$ cat config.mk
export PLATFORM = sky130hd
export DESIGN_NAME = branch_ctrl_flat
export DESIGN_NICKNAME = d
export VERILOG_FILES = /design/src/rtl/branch_pkg.sv /design/src/rtl/branch_ctrl_if.sv /design/src/rtl/branch_btb.sv /design/src/rtl/branch_ctrl.sv /design/src/flat_wrapper.sv
export SDC_FILE = /design/constraint.sdc
export NUM_CORES = 2
export LEC_CHECK = 0
export ABC_AREA = 1
export CORE_UTILIZATION = 40
export CTS_CLUSTER_SIZE = 14
export DETAILED_ROUTE_END_ITERATION = 10
export PLACE_DENSITY = 0.55
export REMOVE_ABC_BUFFERS = 1
export SYNTH_ARGS = -nofsm -noshare
export SYNTH_HDL_FRONTEND = slang
export SYNTH_HIERARCHICAL = 1
export SYNTH_SLANG_ARGS = --single-unit
export TNS_END_PERCENT = 1
$ cat constraint.sdc
create_clock -name clk_i -period 3.1 [get_ports clk_i]
set_clock_uncertainty 0.15 [all_clocks]
set_input_delay 0.31 -clock clk_i [delete_from_list [all_inputs] [get_ports clk_i]]
set_output_delay 0.31 -clock clk_i [all_outputs]
set_load 0.1 [all_outputs]
$ cat src/rtl/branch_pkg.sv
// Shared types and constants for the branch prediction / resolution slice.
// Contents: funct3 encodings, 2-bit direction counter values, BTB entry
// layout, controller state enum and the saturating counter step helper.
package branch_pkg;

    localparam int unsigned XLEN  = 32;
    // Tag slot is sized for the smallest index width; narrower tags are
    // stored zero-extended so the layout does not depend on BTB_IDX_W.
    localparam int unsigned TAG_W = 30;

    localparam logic [2:0] BEQ  = 3'b000;
    localparam logic [2:0] BNE  = 3'b001;
    localparam logic [2:0] BLT  = 3'b100;
    localparam logic [2:0] BGE  = 3'b101;
    localparam logic [2:0] BLTU = 3'b110;
    localparam logic [2:0] BGEU = 3'b111;

    localparam logic [1:0] CTR_WNT = 2'b01;
    localparam logic [1:0] CTR_WT  = 2'b10;
    localparam logic [1:0] CTR_ST  = 2'b11;

    typedef struct packed {
        logic             valid;
        logic [TAG_W-1:0] tag;
        logic [XLEN-1:0]  target;
        logic [1:0]       ctr;
    } btb_entry_t;

    typedef enum logic {
        NORMAL  = 1'b0,
        RECOVER = 1'b1
    } br_state_e;

    // Saturating 2-bit direction counter step.
    function automatic logic [1:0] ctr_step(input logic [1:0] c, input logic up);
        if (up) begin
            return (c == 2'b11) ? c : c + 2'b01;
        end
        return (c == 2'b00) ? c : c - 2'b01;
    endfunction

endpackage

$ cat src/rtl/branch_ctrl_if.sv
// Fetch-side prediction and EX-side resolution signals of branch_ctrl.
// slave: the controller side; master: the pipeline (or bench) side.
interface branch_ctrl_if;
    import branch_pkg::*;

    logic [XLEN-1:0] if_pc_i;
    logic            if_pred_taken_o;
    logic [XLEN-1:0] if_pred_target_o;

    logic            ex_valid_i;
    logic            ex_is_branch_i;
    logic            ex_is_jump_i;
    logic [2:0]      ex_funct3_i;
    logic [XLEN-1:0] ex_pc_i;
    logic [XLEN-1:0] ex_target_i;
    logic            ex_pred_taken_i;
    logic [XLEN-1:0] ex_pred_target_i;
    logic            br_less_i;
    logic            br_equal_i;
    logic            br_unsigned_o;
    logic            stall_i;

    logic            redirect_o;
    logic [XLEN-1:0] redirect_pc_o;
    logic            flush_ifid_o;
    logic            flush_idex_o;
    logic [XLEN-1:0] branch_cnt_o;
    logic [XLEN-1:0] mispred_cnt_o;

    modport slave (
        input  if_pc_i, ex_valid_i, ex_is_branch_i, ex_is_jump_i, ex_funct3_i,
               ex_pc_i, ex_target_i, ex_pred_taken_i, ex_pred_target_i,
               br_less_i, br_equal_i, stall_i,
        output if_pred_taken_o, if_pred_target_o, br_unsigned_o, redirect_o,
               redirect_pc_o, flush_ifid_o, flush_idex_o, branch_cnt_o, mispred_cnt_o
    );

    modport master (
        output if_pc_i, ex_valid_i, ex_is_branch_i, ex_is_jump_i, ex_funct3_i,
               ex_pc_i, ex_target_i, ex_pred_taken_i, ex_pred_target_i,
               br_less_i, br_equal_i, stall_i,
        input  if_pred_taken_o, if_pred_target_o, br_unsigned_o, redirect_o,
               redirect_pc_o, flush_ifid_o, flush_idex_o, branch_cnt_o, mispred_cnt_o
    );

endinterface

$ cat src/rtl/branch_btb.sv
// Direct-mapped branch target buffer with 2-bit direction counters.
// Ports: clk_i/rst_ni; lookup (lk_pc_i -> lk_taken_o, lk_target_o, combinational
// from the registered table, no bypass of a same-cycle update); update
// (upd_en_i with pc/target/taken/jump of a resolved control transfer).
module branch_btb
    import branch_pkg::*;
#(
    parameter int unsigned BTB_IDX_W = 4
) (
    input  logic            clk_i,
    input  logic            rst_ni,
    input  logic [XLEN-1:0] lk_pc_i,
    output logic            lk_taken_o,
    output logic [XLEN-1:0] lk_target_o,
    input  logic            upd_en_i,
    input  logic            upd_taken_i,
    input  logic            upd_jump_i,
    input  logic [XLEN-1:0] upd_pc_i,
    input  logic [XLEN-1:0] upd_target_i
);

    localparam int unsigned DEPTH = 1 << BTB_IDX_W;

    btb_entry_t tbl [DEPTH];

    function automatic logic [BTB_IDX_W-1:0] idx_of(input logic [XLEN-1:0] pc);
        return pc[BTB_IDX_W+1:2];
    endfunction

    function automatic logic [TAG_W-1:0] tag_of(input logic [XLEN-1:0] pc);
        return TAG_W'(pc >> (BTB_IDX_W + 2));
    endfunction

    btb_entry_t               lk_e;
    logic                     lk_hit;
    logic [BTB_IDX_W-1:0]     ui;
    logic                     upd_hit;

    // Lookup: predict taken on a hit whose counter is in a taken state.
    assign lk_e        = tbl[idx_of(lk_pc_i)];
    assign lk_hit      = lk_e.valid && (lk_e.tag == tag_of(lk_pc_i));
    assign lk_taken_o  = lk_hit && (lk_e.ctr >= CTR_WT);
    assign lk_target_o = lk_taken_o ? lk_e.target : '0;

    assign ui      = idx_of(upd_pc_i);
    assign upd_hit = tbl[ui].valid && (tbl[ui].tag == tag_of(upd_pc_i));

    // Training: hits adjust the counter, taken misses allocate.
    always_ff @(posedge clk_i or negedge rst_ni) begin
        if (!rst_ni) begin
            for (int i = 0; i < int'(DEPTH); i++) begin
                tbl[i] <= '{valid: 1'b0, tag: '0, target: '0, ctr: CTR_WNT};
            end
        end else if (upd_en_i) begin
            if (upd_hit) begin
                tbl[ui].ctr <= upd_jump_i ? CTR_ST : ctr_step(tbl[ui].ctr, upd_taken_i);
                if (upd_taken_i) begin
                    tbl[ui].target <= upd_target_i;
                end
            end else if (upd_taken_i) begin
                tbl[ui] <= '{valid:  1'b1,
                             tag:    tag_of(upd_pc_i),
                             target: upd_target_i,
                             ctr:    upd_jump_i ? CTR_ST : CTR_WT};
            end
        end
    end

endmodule

$ cat src/rtl/branch_ctrl.sv
// Branch resolution and prediction controller for the 5-stage RV32I pipeline.
// Ports: clk_i, rst_ni (async active-low), bus (branch_ctrl_if.slave) carrying
// the fetch lookup, EX resolution inputs, comparator select, redirect/flush
// outputs and the branch / mispredict performance counters.
module branch_ctrl
    import branch_pkg::*;
#(
    parameter int unsigned BTB_IDX_W   = 4,
    parameter int unsigned RECOVER_CYC = 1
) (
    input  logic          clk_i,
    input  logic          rst_ni,
    branch_ctrl_if.slave  bus
);

    localparam int unsigned RCNT_W = $clog2(RECOVER_CYC + 2);

    br_state_e         state;
    logic [RCNT_W-1:0] rcnt;
    logic [XLEN-1:0]   branch_cnt;
    logic [XLEN-1:0]   mispred_cnt;

    logic cond_taken;
    logic f3_legal;
    logic resolve;
    logic actual;
    logic mispredict;

    // Prediction for fetch.
    branch_btb #(.BTB_IDX_W(BTB_IDX_W)) u_btb (
        .clk_i        (clk_i),
        .rst_ni       (rst_ni),
        .lk_pc_i      (bus.if_pc_i),
        .lk_taken_o   (bus.if_pred_taken_o),
        .lk_target_o  (bus.if_pred_target_o),
        .upd_en_i     (resolve),
        .upd_taken_i  (actual),
        .upd_jump_i   (bus.ex_is_jump_i),
        .upd_pc_i     (bus.ex_pc_i),
        .upd_target_i (bus.ex_target_i)
    );

    // funct3[1] separates the unsigned compares (BLTU/BGEU).
    assign bus.br_unsigned_o = bus.ex_funct3_i[1];

    // Condition decode from the comparator results.
    always_comb begin
        cond_taken = 1'b0;
        f3_legal   = 1'b1;
        case (bus.ex_funct3_i)
            BEQ:            cond_taken = bus.br_equal_i;
            BNE:            cond_taken = !bus.br_equal_i;
            BLT, BLTU:      cond_taken = bus.br_less_i;
            BGE, BGEU:      cond_taken = !bus.br_less_i;
            default:        f3_legal   = 1'b0;
        endcase
    end

    assign resolve = bus.ex_valid_i && !bus.stall_i && (state == NORMAL)
                  && (bus.ex_is_jump_i || (bus.ex_is_branch_i && f3_legal));
    assign actual  = bus.ex_is_jump_i || cond_taken;
    assign mispredict = resolve && ((actual != bus.ex_pred_taken_i)
                     || (actual && (bus.ex_pred_target_i != bus.ex_target_i)));

    // Redirect and flushes are held low throughout reset.
    assign bus.redirect_o    = mispredict && rst_ni;
    assign bus.flush_ifid_o  = mispredict && rst_ni;
    assign bus.flush_idex_o  = mispredict && rst_ni;
    assign bus.redirect_pc_o = actual ? bus.ex_target_i : bus.ex_pc_i + XLEN'(4);

    // Wrong-path recovery window: resolutions ignored for RECOVER_CYC unstalled cycles.
    always_ff @(posedge clk_i or negedge rst_ni) begin
        if (!rst_ni) begin
            state <= NORMAL;
            rcnt  <= '0;
        end else if (!bus.stall_i) begin
            case (state)
                NORMAL: begin
                    if (mispredict) begin
                        state <= RECOVER;
                        rcnt  <= RCNT_W'(RECOVER_CYC);
                    end
                end
                RECOVER: begin
                    if (rcnt <= RCNT_W'(1)) begin
                        state <= NORMAL;
                        rcnt  <= '0;
                    end else begin
                        rcnt  <= rcnt - RCNT_W'(1);
                    end
                end
                default: begin
                    state <= NORMAL;
                    rcnt  <= '0;
                end
            endcase
        end
    end

    // Performance counters, wrapping.
    always_ff @(posedge clk_i or negedge rst_ni) begin
        if (!rst_ni) begin
            branch_cnt  <= '0;
            mispred_cnt <= '0;
        end else begin
            if (resolve) begin
                branch_cnt <= branch_cnt + XLEN'(1);
            end
            if (mispredict) begin
                mispred_cnt <= mispred_cnt + XLEN'(1);
            end
        end
    end

    assign bus.branch_cnt_o  = branch_cnt;
    assign bus.mispred_cnt_o = mispred_cnt;

endmodule
$ cat src/flat_wrapper.sv
// flat-port wrapper written by rule: the top's interface ports become plain ports
module branch_ctrl_flat import branch_pkg::*;
#(
    parameter int unsigned BTB_IDX_W   = 4,
    parameter int unsigned RECOVER_CYC = 1
)
  (clk_i, rst_ni, bus_if_pc_i, bus_ex_valid_i, bus_ex_is_branch_i, bus_ex_is_jump_i, bus_ex_funct3_i, bus_ex_pc_i, bus_ex_target_i, bus_ex_pred_taken_i, bus_ex_pred_target_i, bus_br_less_i, bus_br_equal_i, bus_stall_i, bus_if_pred_taken_o, bus_if_pred_target_o, bus_br_unsigned_o, bus_redirect_o, bus_redirect_pc_o, bus_flush_ifid_o, bus_flush_idex_o, bus_branch_cnt_o, bus_mispred_cnt_o);
  branch_ctrl_if bus_i ();
  input  logic clk_i;
  input  logic rst_ni;
  input wire logic [$bits(bus_i.if_pc_i)-1:0] bus_if_pc_i;
  input wire logic [$bits(bus_i.ex_valid_i)-1:0] bus_ex_valid_i;
  input wire logic [$bits(bus_i.ex_is_branch_i)-1:0] bus_ex_is_branch_i;
  input wire logic [$bits(bus_i.ex_is_jump_i)-1:0] bus_ex_is_jump_i;
  input wire logic [$bits(bus_i.ex_funct3_i)-1:0] bus_ex_funct3_i;
  input wire logic [$bits(bus_i.ex_pc_i)-1:0] bus_ex_pc_i;
  input wire logic [$bits(bus_i.ex_target_i)-1:0] bus_ex_target_i;
  input wire logic [$bits(bus_i.ex_pred_taken_i)-1:0] bus_ex_pred_taken_i;
  input wire logic [$bits(bus_i.ex_pred_target_i)-1:0] bus_ex_pred_target_i;
  input wire logic [$bits(bus_i.br_less_i)-1:0] bus_br_less_i;
  input wire logic [$bits(bus_i.br_equal_i)-1:0] bus_br_equal_i;
  input wire logic [$bits(bus_i.stall_i)-1:0] bus_stall_i;
  output wire logic [$bits(bus_i.if_pred_taken_o)-1:0] bus_if_pred_taken_o;
  output wire logic [$bits(bus_i.if_pred_target_o)-1:0] bus_if_pred_target_o;
  output wire logic [$bits(bus_i.br_unsigned_o)-1:0] bus_br_unsigned_o;
  output wire logic [$bits(bus_i.redirect_o)-1:0] bus_redirect_o;
  output wire logic [$bits(bus_i.redirect_pc_o)-1:0] bus_redirect_pc_o;
  output wire logic [$bits(bus_i.flush_ifid_o)-1:0] bus_flush_ifid_o;
  output wire logic [$bits(bus_i.flush_idex_o)-1:0] bus_flush_idex_o;
  output wire logic [$bits(bus_i.branch_cnt_o)-1:0] bus_branch_cnt_o;
  output wire logic [$bits(bus_i.mispred_cnt_o)-1:0] bus_mispred_cnt_o;
  assign bus_i.if_pc_i = bus_if_pc_i;
  assign bus_i.ex_valid_i = bus_ex_valid_i;
  assign bus_i.ex_is_branch_i = bus_ex_is_branch_i;
  assign bus_i.ex_is_jump_i = bus_ex_is_jump_i;
  assign bus_i.ex_funct3_i = bus_ex_funct3_i;
  assign bus_i.ex_pc_i = bus_ex_pc_i;
  assign bus_i.ex_target_i = bus_ex_target_i;
  assign bus_i.ex_pred_taken_i = bus_ex_pred_taken_i;
  assign bus_i.ex_pred_target_i = bus_ex_pred_target_i;
  assign bus_i.br_less_i = bus_br_less_i;
  assign bus_i.br_equal_i = bus_br_equal_i;
  assign bus_i.stall_i = bus_stall_i;
  assign bus_if_pred_taken_o = bus_i.if_pred_taken_o;
  assign bus_if_pred_target_o = bus_i.if_pred_target_o;
  assign bus_br_unsigned_o = bus_i.br_unsigned_o;
  assign bus_redirect_o = bus_i.redirect_o;
  assign bus_redirect_pc_o = bus_i.redirect_pc_o;
  assign bus_flush_ifid_o = bus_i.flush_ifid_o;
  assign bus_flush_idex_o = bus_i.flush_idex_o;
  assign bus_branch_cnt_o = bus_i.branch_cnt_o;
  assign bus_mispred_cnt_o = bus_i.mispred_cnt_o;
  branch_ctrl #(.BTB_IDX_W(BTB_IDX_W), .RECOVER_CYC(RECOVER_CYC)) u_core (.clk_i(clk_i), .rst_ni(rst_ni), .bus(bus_i));
endmodule
Yosys cells after proc, flatten, opt, wreduce, memory -nomap -nowiden
Cells that the tools add are included.
Cells by class
  add/subtract/negate cells: 6
  multipliers: 0
  divide/modulo/power cells: 0
  $lt $le $gt $ge: 5
  eq/ne operators: 11
  shifts and indexed selects: 0
  mux-type cells: 39
  bitwise logic cells: 4
  reductions and logical operators: 25
Operators with widths (number)
  1040-bit bitwise mux: 3
  1040-bit two-way mux: 3
  65-bit demux with 4-bit select: 3
  65-bit binary-select mux with 4-bit select: 2
  65-bit two-way mux: 5
  32-bit by 1-bit adder with 32-bit output (second input constant): 2
  32-bit two-way mux: 2
  30-bit by 26-bit == test with 1-bit output: 2
  34-bit two-way mux: 1
  32-bit by 3-bit adder with 32-bit output (second input constant): 1
  32-bit != test: 1
  2-bit two-way mux: 10
  3-bit == test (second input constant): 4
  1-bit logical AND: 11
  5-bit greater-or-equal comparator (second input constant): 2
  4-bit inverter with 5-bit output: 2
  1-bit two-way mux: 7
  6-bit OR reduction: 1
  5-bit by 1-bit less-than comparator with 1-bit output (second input constant): 1
  1-bit one-hot mux with 4 select lines: 1
  2-bit one-hot mux with 2 select lines: 1
  2-bit AND reduction: 2
  2-bit OR reduction: 2
  2-bit by 1-bit subtractor with 2-bit output (second input constant): 2
  other kinds (14): 19
Word-level totals
  register bits: 1107
  latch bits: 0
  memory bits (writable): 0
  memory bits (read-only): 0
  input port bits: 140
  output and inout bits: 133
  memories kept: 0

Logic depth before layout (Yosys ltp)
  depth in word-level cells: 16
  mapped depth: 25
  depth with buffers taken out: 20

Hierarchy
Netlist, hierarchy kept.
By module, submodules not included
  branch_btb: instances 1, cells each 6568, area an instance 49185.9 um^2, seq. area each 24443.4 um^2
  branch_ctrl: instances 1, cells each 913, area an instance 5736.8 um^2, seq. area each 1676.6 um^2

Worst setup path after synthesis
Ideal clock, no wire load.
  path type: input port to output port
  start point: input bus_if_pc_i[2]
  end point: output bus_if_pred_target_o[2]
  arrival: 3605 ps
  data required time: 2640 ps
  slack: -965 ps
  stages: 12
  cell sequence: buf_2 inv_2 clkbuf_1 buf_2 clkbuf_1 clkbuf_1 clkbuf_1 nand2_1 a32o_1 o21ai_0 o32ai_1 nor2_1
Between the ends
  longest elaborated chain between the ends: 8
Ends and longest elaborated chain
  from (decl): line flat_wrapper.sv:11  | input wire logic [$bits(bus_i.if_pc_i)-1:0] bus_if_pc_i;
  4-bit inverter with 5-bit output (not written as such) (*): line branch_btb.sv:40  | assign lk_e = tbl[idx_of(lk_pc_i)];
  65-bit binary-select mux with 4-bit select (*): line branch_btb.sv:40
  65-bit two-way mux (not written as such) (*) (2 in a row): line branch_btb.sv:40
  30-bit by 26-bit == test with 1-bit output: line branch_btb.sv:41  | assign lk_hit = lk_e.valid && (lk_e.tag == tag_of(lk_pc_i));
  1-bit logical AND: line branch_btb.sv:41
  1-bit logical AND: line branch_btb.sv:42  | assign lk_taken_o = lk_hit && (lk_e.ctr >= CTR_WT);
  32-bit two-way mux (*): line branch_btb.sv:43  | assign lk_target_o = lk_taken_o ? lk_e.target : '0;
  to (decl): line flat_wrapper.sv:24  | output wire logic [$bits(bus_i.if_pred_target_o)-1:0] bus_if_pred_target_o;
Mark *: on every way between the ends. The rest lies on a longest branch, timed or not. The select of a mux whose other input is x is not followed.

Worst setup path in the final report
  start point: register u_core/u_btb/tbl[709] (netlist name)
  end point: output bus_if_pred_target_o[4]
Between the ends
  longest elaborated chain between the ends: 7
Ends and longest elaborated chain
  from (decl): line branch_btb.sv:24  | btb_entry_t tbl [DEPTH];
  from (signal, indexed assignment): line branch_btb.sv:52  | tbl[i] <= '{valid: 1'b0, tag: '0, target: '0, ctr: CTR_WNT};
  from (signal, indexed assignment): line branch_btb.sv:61  | tbl[ui] <= '{valid: 1'b1,
  65-bit binary-select mux with 4-bit select: line branch_btb.sv:40
  65-bit two-way mux (not written as such) (2 in a row): line branch_btb.sv:40
  30-bit by 26-bit == test with 1-bit output: line branch_btb.sv:41
  1-bit logical AND: line branch_btb.sv:41
  1-bit logical AND: line branch_btb.sv:42
  32-bit two-way mux: line branch_btb.sv:43
No other way between the ends. The select of a mux whose other input is x is not followed.

==> out/results.txt <==
Status: finished, violations left
Failing checks: setup timing
Post-route ant nets: 0
Root buf cell: clkbuf_16
IO Pins: 273
Die area: 139000 µm²
EDFF count, synth: 0
Level count of the clock H-tree: 3
Crit path DAT: 3360 ps
Logic pwr share: 20.3%
FMAX: 262 MHz
Reg2Reg Depth: 16
Slowest stage cell on the critical path: dfrtp_1
Crit path cell chain: o211ai_1, nand3_1, nand3_1, nand2_1, inv_1, o21ai_0, nor2_1, nand4_1, nor2_2, buf_6, nand2_8, buf_12, buf_16, nor2_4, buf_12
Pwr Total: 39500 µW
Max_slew headroom: 31.0%
Total GRT Usage: 30.6%
TritonRoute pass-1 iters: 8
PortBufs: 270
Top cells by area, synth: dfrtp_1 47%, nand2_1 18%, o21ai_0 12%
Avg Vias per Cell: 5.48
Worst-path fanout max: 7
P_int: 27100 µW
Grt ovf: 0
DR iter-0 viols: 5885
Seq/Total Area, Yosys: 47.6%
Most used DFF post-synth: dfrtp_1
TritonCTS clock tree: yes
Setup violators final: 33
Critical Path Sink Type: output port
WL final: 213 mm
#FFs+latches synth: 1043
Switching Share: 31.4%
Antenna cells: 0
Hold WC Path Type: input pin to flop
Final min period: 3820 ps
R2r startpoint: u_core/u_btb/tbl[700]
Core area: 136000 µm²
Clk_lat worst skew: 760 ps
Leak Pwr: 0.0320 µW
PD cells: 575 nW/µm²
RSZ-0062 raised after global routing: yes
Largest net degree at the start of global routing: 135
First-pass GRT wire length: 321 mm
Final period util: 123%
Syn Std Cell Area: 54900 µm²
Synthesis Warnings: 6
# fillers: 13268
Layout cells sized above 1: 12.6%
Max rail drop VDD: 0.000919 V
CTS Buf Count: 117
Cell family with most CP delay: simple AND/OR/NAND/NOR gates
DR vias: 53296
Ys async rst share: 100%
Clk sinks: 1043
Worst setup SP type: flop
DR DRC count: 0
Pre-CTS WS: -944 ps
Antenna violations before repair: 5
Clk pwr share: 37.2%
Sequential power share: 42.5%
Hold Startpoint: bus_stall_i
Worst setup path category: flop to output port
Synth area leader: dfrtp_1
Die width: 373 µm
# nets final: 7998
Max-slew violations: 0
Routed wire per std cell: 21.9 µm
Synth top area share: 46.8%
Max clock buf depth: 3
Starting density of the core: 40.4%
Detailed Place HPWL: 140 mm
Slew at the pin closest to its max-slew limit: 1030 ps
Die H: 373 µm
Row Count: 135
Synthesized instance count: 7481
Worst path required time: 2640 ps
Cell depth of the worst setup path: 15
Critical path's largest stage delay: 420 ps
Synth Area per Inst: 7.34 µm²
Number of global-route vias before repair: 49430
GPL Wtd Cong: 0.916
Max Cap Violations: 0
Yosys cell types: 52
Sw Pwr: 12400 µW
Syn-to-layout area delta: 24.9%
Hold Path Depth: 3
Clk pin slew, worst setup/hold paths: 60 ps
Fin. Hold Viols: 0
Crit path from: u_core/u_btb/tbl[709]
Final setup margin: -719 ps
Buf/Inv on CP: 5
[tightest hold or removal path: stages]
cell and delay (ps):
clkdlybuf4s50_1 470, o21ai_0 70, nand2_1 60
[final timing paths]
| path | endpoint | slack [ps] |
|---|---|---|
| worst max-delay path | bus_if_pred_target_o[4] | -720 |
| worst min-delay path | u_core/state | 50 |
| worst max register to register | u_core/u_btb/tbl[59] | 250 |
| worst min register to register | u_core/u_btb/tbl[130] | 310 |
| max in group asynchronous | u_core/bus.branch_cnt_o[23] | 1600 |
| min in group asynchronous | u_core/u_btb/tbl[104] | 80 |
[synth_stat cells (8+ instances only)]
cell type,n
a21oi_1,303
a221o_1,16
a221oi_1,47
a22oi_1,16
buf_1,32
buf_2,113
buf_4,8
clkbuf_1,382
dfrtp_1,1027
dfstp_2,16
inv_1,441
inv_2,13
nand2_1,2624
nand2_2,11
nand3_1,219
nand3b_1,10
nand4_1,28
nor2_1,438
nor3_1,49
o211ai_1,134
o21ai_0,1284
o21ai_1,56
o221ai_1,14
o22ai_1,10
o32ai_1,26
xnor2_1,41
xor2_1,48
[registers in the layout (all words and copies together) (netlist names)]
register and cells:
u_core/u_btb/tbl 976, u_core/bus.branch_cnt_o 32, u_core/bus.mispred_cnt_o 32, u_core/rcnt 2
u_core/state 1
[through the flow]
stage,cells,cell area (µm²),utilization [%],TNS [ps],hold WS [ps]
2_1_floorplan,6943,52700,-,-838130,-136
3_3_place_gp,9508,64000,47.1,-250710,0.295
3_5_place_dp,9508,64000,47.1,-271080,0.735
4_1_cts,9730,68500,50.4,-23320,9.01
5_1_grt,9732,68600,50.5,-28470,77.1
6_report,9732,68600,50.5,-22220,54.7
[power groups by stage]
stage	clock network (µW)	registers [µW]	logic (µW)
2_1_floorplan	0	17300	3960
3_5_place_dp	0	16900	7900
6_report	14700	16800	8010
4_1_cts	14900	16700	7970
5_1_grt	15500	17000	8850
3_3_place_gp	0	16900	7780
[cell usage in the layout, fill, tap and decap left out, types with 26 or more instances in the layout]
cell             synthesis  final
clkbuf_16                0    119
o32ai_1                 26     26
nor2_1                 438    397
clkbuf_8                 0     32
a221oi_1                47     47
dfrtp_1               1027   1027
o21ai_1                 56     60
nand4_1                 28     28
nand2_1               2624   2605
xor2_1                  48     47
a21oi_1                303    303
buf_4                    8    431
o21ai_0               1284   1273
buf_12                   0    217
nand3_1                219    210
nor2_4                   7     43
inv_1                  441    435
nor3_1                  49     44
clkdlybuf4s50_1          0    128
o211ai_1               134    134
clkbuf_1               382     41
xnor2_1                 41     40
nand2_2                 11     28
[logic make-up after synthesis]
kind of cell,after synthesis,synth area share [%]
adder cells (fa/ha/maj),3,0.0684
XOR/XNOR,89,1.42
buffers and inverters,996,7.16
AND/OR/NAND/NOR,3420,24.6
flip-flops,1043,47.6
AO/OA/AOI/OAI,1930,19.1
[what timing repair did]
| action | in CTS | in global routing |
|---|---|---|
| pin swaps | 15 | 8 |
| endpoints found under the hold margin | 439 | 0 |
| setup buffers | 3 | 2 |
| cloned | 3 | 0 |
| endpoints found under the setup margin | 44 | 93 |
| gates resized for setup | 89 | 35 |
| hold buffers | 2 | 0 |
[layout make-up]
type / instances / area, µm² / share of cell area (%)
clock inverters: 23 / 467 / 0.680
repair buffers: 793 / 9130 / 13.3
inverters: 458 / 1750 / 2.55
clock buffers: 192 / 3570 / 5.21
flip-flops and latches: 1043 / 26100 / 38.1
well taps: 1781 / 2230 / 3.25
multi-input cells: 5442 / 25300 / 36.9
[layer usage]
layer / routed length [µm] / global-route usage [%] / vias up
met1: 96000 / 44.3 / 25555
met3: 16400 / 5.03 / 357
met2: 93900 / 46.6 / 2216
met4: 7110 / 9.62 / 4
met5: 26 / 0 / -
li1: - / - / 25164
(Power assumes the default switching activity.)
